File: config.mk
export PLATFORM = sky130hd
export DESIGN_NAME = mul_div_unit
export DESIGN_NICKNAME = d
export VERILOG_FILES = /design/src/rtl/mul_div_unit.sv
export SDC_FILE = /design/constraint.sdc
export NUM_CORES = 1
export LEC_CHECK = 0
export ABC_AREA = 1
export CORE_UTILIZATION = 54
export DETAILED_ROUTE_END_ITERATION = 8
export DONT_BUFFER_PORTS = 1
export PLACE_DENSITY = 0.69
export SETUP_SLACK_MARGIN = 0.4
export SLEW_MARGIN = 20
export SYNTH_ARGS = -nofsm -noshare
export SYNTH_HDL_FRONTEND = slang
export SYNTH_SLANG_ARGS = --single-unit
File: constraint.sdc
create_clock -name clk -period 8.7 [get_ports clk]
set_input_delay 1.74 -clock clk [delete_from_list [all_inputs] [get_ports clk]]
set_output_delay 1.74 -clock clk [all_outputs]
set_load 0.005 [all_outputs]
File: src/rtl/mul_div_unit.sv
// mul_div_unit: iterative RV32M/RV64M multiply/divide unit for the EX stage.
// Multiply: radix-2^MUL_BITS shift-add on magnitudes, with the sign applied in FIX.
// Divide: restoring, one quotient bit per cycle, with the signs applied in FIX.
// Divide-by-zero and signed overflow (and cache hits) skip iteration: done at T+2.
// Optional feature macro: MUL_DIV_DIV_CACHE_EN adds a one-entry divide result cache.
// Ports:
//   clk, rst_n        clock, async active-low reset
//   data1, data2      rs1 / rs2 operands, sampled on accepted start
//   MUL_DIV_start     request, accepted only when not busy (and not flushed)
//   MUL_DIV_ctrl      funct3 selecting MUL..REMU
//   MUL_DIV_flush     abort in-flight operation
//   MUL_DIV_busy      high while the FSM is not idle
//   MUL_DIV_out       result, nonzero only during MUL_DIV_done
//   MUL_DIV_done      one-cycle completion strobe
module mul_div_unit #(
  parameter int unsigned XLEN     = 32,
  parameter int unsigned MUL_BITS = 4
) (
  input  logic            clk,
  input  logic            rst_n,
  input  logic [XLEN-1:0] data1,
  input  logic [XLEN-1:0] data2,
  input  logic            MUL_DIV_start,
  input  logic [2:0]      MUL_DIV_ctrl,
  input  logic            MUL_DIV_flush,
  output logic            MUL_DIV_busy,
  output logic [XLEN-1:0] MUL_DIV_out,
  output logic            MUL_DIV_done
);

  localparam int unsigned N_MUL = XLEN / MUL_BITS;
  localparam int unsigned CW    = $clog2(XLEN + 1);
  localparam int unsigned PW    = 2 * XLEN;
  localparam int unsigned SW    = XLEN + MUL_BITS;
  localparam logic [XLEN-1:0] MIN_V = {1'b1, {(XLEN-1){1'b0}}};

  typedef enum logic [2:0] {S_IDLE, S_MUL, S_DIV, S_FIX, S_DONE} state_e;

  state_e state_q, state_d;

  logic [2:0]      op_q;
  logic [CW-1:0]   cnt_q;
  logic [XLEN-1:0] mcand_q;   // |multiplicand| or |divisor|
  logic [PW-1:0]   prod_q;
  logic [XLEN-1:0] quo_q, rem_q;
  logic            neg_q, rneg_q, fill_q;
  logic            busy_q, done_q;
  logic [XLEN-1:0] out_q;

  // Operand decode on the request side
  logic            is_div_c, a_sgn_c, b_sgn_c, a_neg_c, b_neg_c;
  logic [XLEN-1:0] abs_a_c, abs_b_c;
  logic            div_zero_c, ovf_c, special_c, hit_c, accept_c;

  assign is_div_c   = MUL_DIV_ctrl[2];
  assign a_sgn_c    = (MUL_DIV_ctrl == 3'b001) || (MUL_DIV_ctrl == 3'b010) ||
                      (MUL_DIV_ctrl == 3'b100) || (MUL_DIV_ctrl == 3'b110);
  assign b_sgn_c    = (MUL_DIV_ctrl == 3'b001) || (MUL_DIV_ctrl == 3'b100) ||
                      (MUL_DIV_ctrl == 3'b110);
  assign a_neg_c    = a_sgn_c && data1[XLEN-1];
  assign b_neg_c    = b_sgn_c && data2[XLEN-1];
  assign abs_a_c    = a_neg_c ? (~data1 + XLEN'(1)) : data1;
  assign abs_b_c    = b_neg_c ? (~data2 + XLEN'(1)) : data2;
  assign div_zero_c = (data2 == '0);
  assign ovf_c      = !MUL_DIV_ctrl[0] && (data1 == MIN_V) && (data2 == '1);
  assign special_c  = is_div_c && (div_zero_c || ovf_c);
  assign accept_c   = MUL_DIV_start && !MUL_DIV_flush && (state_q == S_IDLE);

  // One iteration of the multiplier: add |a| x next digit into the high half, shift right
  logic [SW-1:0]   mul_sum_c;
  logic [PW-1:0]   prod_step_c;
  assign mul_sum_c   = SW'(prod_q[PW-1:XLEN]) + SW'(mcand_q) * SW'(prod_q[MUL_BITS-1:0]);
  assign prod_step_c = {mul_sum_c, prod_q[XLEN-1:MUL_BITS]};

  // One restoring-division step; diff[XLEN] is the guard bit (set = trial went negative)
  logic [XLEN:0]   div_shift_c, div_diff_c;
  assign div_shift_c = {rem_q, quo_q[XLEN-1]};
  assign div_diff_c  = div_shift_c - {1'b0, mcand_q};

  // Sign fix-up and result selection
  logic [PW-1:0]   prod_s_c;
  logic [XLEN-1:0] quo_s_c, rem_s_c, result_c;
  assign prod_s_c = neg_q  ? (~prod_q + PW'(1))  : prod_q;
  assign quo_s_c  = neg_q  ? (~quo_q + XLEN'(1)) : quo_q;
  assign rem_s_c  = rneg_q ? (~rem_q + XLEN'(1)) : rem_q;

  always_comb begin
    result_c = '0;
    case (op_q)
      3'b000:                 result_c = prod_s_c[XLEN-1:0];
      3'b001, 3'b010, 3'b011: result_c = prod_s_c[PW-1:XLEN];
      3'b100, 3'b101:         result_c = quo_s_c;
      default:                result_c = rem_s_c;
    endcase
  end

`ifdef MUL_DIV_DIV_CACHE_EN
  // One-entry cache of the last completed iterated divide (final signed results)
  logic            c_vld_q, c_sgn_q;
  logic [XLEN-1:0] c_a_q, c_b_q, c_quo_q, c_rem_q, pa_q, pb_q;

  assign hit_c = is_div_c && c_vld_q && (c_a_q == data1) && (c_b_q == data2) &&
                 (c_sgn_q == !MUL_DIV_ctrl[0]);

  always_ff @(posedge clk or negedge rst_n) begin
    if (!rst_n) begin
      c_vld_q <= 1'b0;
      c_sgn_q <= 1'b0;
      c_a_q   <= '0;
      c_b_q   <= '0;
      c_quo_q <= '0;
      c_rem_q <= '0;
      pa_q    <= '0;
      pb_q    <= '0;
    end else if (MUL_DIV_flush && (state_q != S_IDLE) && op_q[2]) begin
      c_vld_q <= 1'b0;
    end else begin
      if (accept_c) begin
        pa_q <= data1;
        pb_q <= data2;
      end
      if ((state_q == S_FIX) && fill_q) begin
        c_vld_q <= 1'b1;
        c_sgn_q <= !op_q[0];
        c_a_q   <= pa_q;
        c_b_q   <= pb_q;
        c_quo_q <= quo_s_c;
        c_rem_q <= rem_s_c;
      end
    end
  end
`else
  assign hit_c = 1'b0;
`endif

  // FSM next-state
  always_comb begin
    state_d = state_q;
    unique case (state_q)
      S_IDLE: begin
        if (accept_c) begin
          if (!is_div_c)              state_d = S_MUL;
          else if (special_c || hit_c) state_d = S_FIX;
          else                         state_d = S_DIV;
        end
      end
      S_MUL:  if (cnt_q == CW'(N_MUL - 1)) state_d = S_FIX;
      S_DIV:  if (cnt_q == CW'(XLEN - 1))  state_d = S_FIX;
      S_FIX:  state_d = S_DONE;
      S_DONE: state_d = S_IDLE;
      default: state_d = S_IDLE;
    endcase
    if (MUL_DIV_flush && (state_q != S_IDLE)) state_d = S_IDLE;
  end

  // FSM state register
  always_ff @(posedge clk or negedge rst_n) begin
    if (!rst_n) state_q <= S_IDLE;
    else        state_q <= state_d;
  end

  // Datapath and registered outputs
  always_ff @(posedge clk or negedge rst_n) begin
    if (!rst_n) begin
      op_q    <= '0;
      cnt_q   <= '0;
      mcand_q <= '0;
      prod_q  <= '0;
      quo_q   <= '0;
      rem_q   <= '0;
      neg_q   <= 1'b0;
      rneg_q  <= 1'b0;
      fill_q  <= 1'b0;
      busy_q  <= 1'b0;
      done_q  <= 1'b0;
      out_q   <= '0;
    end else begin
      if (accept_c) begin
        op_q   <= MUL_DIV_ctrl;
        cnt_q  <= '0;
        fill_q <= is_div_c && !special_c && !hit_c;
        neg_q  <= 1'b0;
        rneg_q <= 1'b0;
        if (!is_div_c) begin
          mcand_q <= abs_a_c;
          prod_q  <= {{XLEN{1'b0}}, abs_b_c};
          neg_q   <= a_neg_c ^ b_neg_c;
        end else if (div_zero_c) begin
          quo_q <= '1;
          rem_q <= data1;
        end else if (ovf_c) begin
          quo_q <= MIN_V;
          rem_q <= '0;
`ifdef MUL_DIV_DIV_CACHE_EN
        end else if (hit_c) begin
          quo_q <= c_quo_q;
          rem_q <= c_rem_q;
`endif
        end else begin
          mcand_q <= abs_b_c;
          quo_q   <= abs_a_c;
          rem_q   <= '0;
          neg_q   <= a_neg_c ^ b_neg_c;
          rneg_q  <= a_neg_c;
        end
      end else if (state_q == S_MUL) begin
        prod_q <= prod_step_c;
        cnt_q  <= cnt_q + CW'(1);
      end else if (state_q == S_DIV) begin
        rem_q  <= div_diff_c[XLEN] ? div_shift_c[XLEN-1:0] : div_diff_c[XLEN-1:0];
        quo_q  <= {quo_q[XLEN-2:0], !div_diff_c[XLEN]};
        cnt_q  <= cnt_q + CW'(1);
      end
      busy_q <= (state_d != S_IDLE);
      done_q <= (state_d == S_DONE);
      out_q  <= (state_d == S_DONE) ? result_c : '0;
    end
  end

  assign MUL_DIV_busy = busy_q;
  assign MUL_DIV_done = done_q;
  assign MUL_DIV_out  = out_q;

endmodule

==> metrics <==
fraction of synthesized area in multiplexers 0%; final slew viol count 0; XOR/XNOR Fraction of Synth Area 2.21%; RSZ-0062 raised after global routing false; DIE AREA 47200 sq um; critical path arrival 5.10 ns; global route total overflow 0; syn nets 4418; routed len/inst 22.5 microns; Worst slew margin 25.4%; Synth cell types 57; hold depth 2; Design Area, Final 26200 sq um; Fmax 217 MHz; reg2reg start prod_q[3]; largest family of logic cells by synthesized area simple AND/OR/NAND/NOR gates; TritonCTS Sinks 208; first-pass GRT wire length 156000 microns; CP dominant cell by count nand2_1; Setup TNS Final 0 ns; worst-margin pin slew 1.11 ns; layout cells sized above 1 4.01%; Final ANT Viol Nets 0; # setup viols final 0; drt initial violations 3986; TritonCTS clock tree yes; R2R setup slack 4.10 ns; drt pass-1 iters 6; nets 4338; Max Clock Skew 0.0484 ns; Final Hold Viols 0; register area share after synthesis 20.8%; Post-Synth Simple-Gate Area 37.3%; CTS buffer count 27; Crit path required time 9.20 ns; CP endpoint kind register; routed vias/inst 5.90; class of the worst hold path register to register; clk buf depth 3; ANT cells 0; Critical Path Fanout Max 35; hpwl dp 85200 microns; Final period util 52.9%; Worst Reg-to-Reg Cells 19; global placement routability congestion 1.05; slowest CP cell dfrtp_2; highest-count cells in the layout ignoring fill and taps nand2_1 (1132), inv_1 (721), nor2_1 (502); site row count 78; Vias 27800; #FFs+latches synth 208; Gate Count Post-Synth 4172; adder-cell share of the synthesized area 11.5%; worst r2r dst prod_q[59]; Port Buffer Count 0; Post CTS Setup Buffer Count 0; starting density of the core 55.0%; CTS clock-pin slew for the worst setup and hold paths 0.06 ns; CP Class register to register; pin count of the biggest net entering global routing 209; Hold Path Sink quo_q[22]; commonest non-fill, non-tap cell in the layout nand2_1; DP Area 25200 sq um; syn_area_per_cell 5.99 sq um; die width 217 microns; area of the mapped netlist 25000 sq um; H-tree levels 1; gr usage total 44.3%; CP Launch Type register; crit-path cells nand2_1 > inv_1 > fa_1 > fa_1 > inv_1 > fa_1 > inv_1 > ha_1 > a21oi_1 > nand2_1 > a21boi_0 > inv_1 > nand2_1 > nand2_1 > nand2_1 > o211ai_1 > nand2_1 > nand2_1 > o21ai_0; # IOs 105; hold buffer count at CTS 0; Max Cap Viol 0; Clk Latency, worst-skew pair 0.60 ns; total wire length 106000 microns; CTS resizes 0; fin crit period 4.60 ns; vias in the first global route 25100; Area growth syn-to-layout 4.60%; DRC 0; CP peak stage delay 0.81 ns; Core ar. 45500 sq um; compound-gate portion of the synthesized area 14.5%; initial antenna violation count 5; fillers 4785; die height 217 microns; status completed; Synth Warn # 0; Root Buffer clkbuf_16; hold path startpoint quo_q[22]
==> routing by layer <==
layer	up-vias	wire, microns	track usage [%]
li1	13000	-	-
met1	12700	42700	61.5
met2	1759	43700	64.3
met3	317	12800	9.14
met4	6	6760	23.4
met5	-	31	0
==> synthesized netlist by cell type, drive strengths merged <==
cell	count	area [sq um]
xnor2	14	123
o21ai	326	1650
o21a	6	45.0
nor4	10	77.6
dfrtp	208	5200
and2	7	43.8
nand3b	13	97.6
or2	2	12.5
o211ai	27	203
a21boi	2	15.0
and3	3	18.8
a21oi	264	1360
buf	69	435
o22ai	30	188
xor2	49	429
a41oi	1	8.76
o31ai	2	15.0
inv	737	2770
clkinv	4	16.3
a21o	3	22.5
nand4	54	344
or3b	1	8.76
clkbuf	55	206
a311oi	2	17.5
a22oi	2	15.0
ha	83	1040
nor3b	3	22.5
nand2	1160	4450
fa	92	1840
a31oi	5	31.3
nand3	347	1840
o21bai	6	45.0
nor2	526	2080
a211oi	2	15.0
nor3	57	318
==> stage by stage <==
step	cells	setup WS, ns	util (%)	hold WS, ns
final	4712	4.10	57.5	0.518
after global routing	4712	3.67	57.5	0.528
after CTS	4712	3.79	57.5	0.515
after detailed placement	4663	3.75	55.5	0.502
after global placement	4663	3.82	55.5	0.493
after floorplan	4172	4.75	-	0.471
==> worst max-delay path: cells and delay by family (launching register included) <==
family / cells / cell delay, ns
adder cells (fa/ha/maj): 4 / 1.85
buffers and inverters: 4 / 0.35
AND/OR/NAND/NOR: 7 / 0.66
flip-flops: 1 / 0.81
AO/OA/AOI/OAI: 4 / 0.89
==> logic make-up (layout without fill, tap and decap cells) <==
kind of cell	after synthesis	count (layout)
and+or+nand+nor	2183	2183
buffers and inverters	865	805
AOI/OAI and AO/OA	678	678
DFF	208	208
adders and majority gates	175	175
xor gates and xnor gates	63	63
==> worst max-delay path by stage <==
stage,start,endpoint,cells after the start
final,prod_q[3],prod_q[59],19
after floorplan,prod_q[1],prod_q[54],21
after CTS,prod_q[3],prod_q[59],19
after detailed placement,prod_q[3],prod_q[54],17
after global placement,prod_q[2],prod_q[54],19
after global routing,prod_q[2],prod_q[59],19
==> state kept, by name, summed over array words and instances (netlist names), 3 cells and up <==
signal and count:
prod_q 64, MUL_DIV_out 32, mcand_q 32, quo_q 32
rem_q 32, cnt_q 6, op_q 3, state_q 3
==> area by class of cell <==
| type | count | area (sq um) | share of cell area [%] |
|---|---|---|---|
| multi-input cells | 3099 | 16400 | 62.7 |
| inverters | 741 | 2790 | 10.7 |
| well taps | 600 | 751 | 2.87 |
| flip-flops and latches | 208 | 5210 | 19.9 |
| clock inverters | 14 | 153 | 0.584 |
| clock buffers | 35 | 756 | 2.89 |
| repair buffers | 15 | 113 | 0.431 |
Power is not shown: default switching activity piles up to over one toggle a cycle in this logic, so the estimate is an artifact.
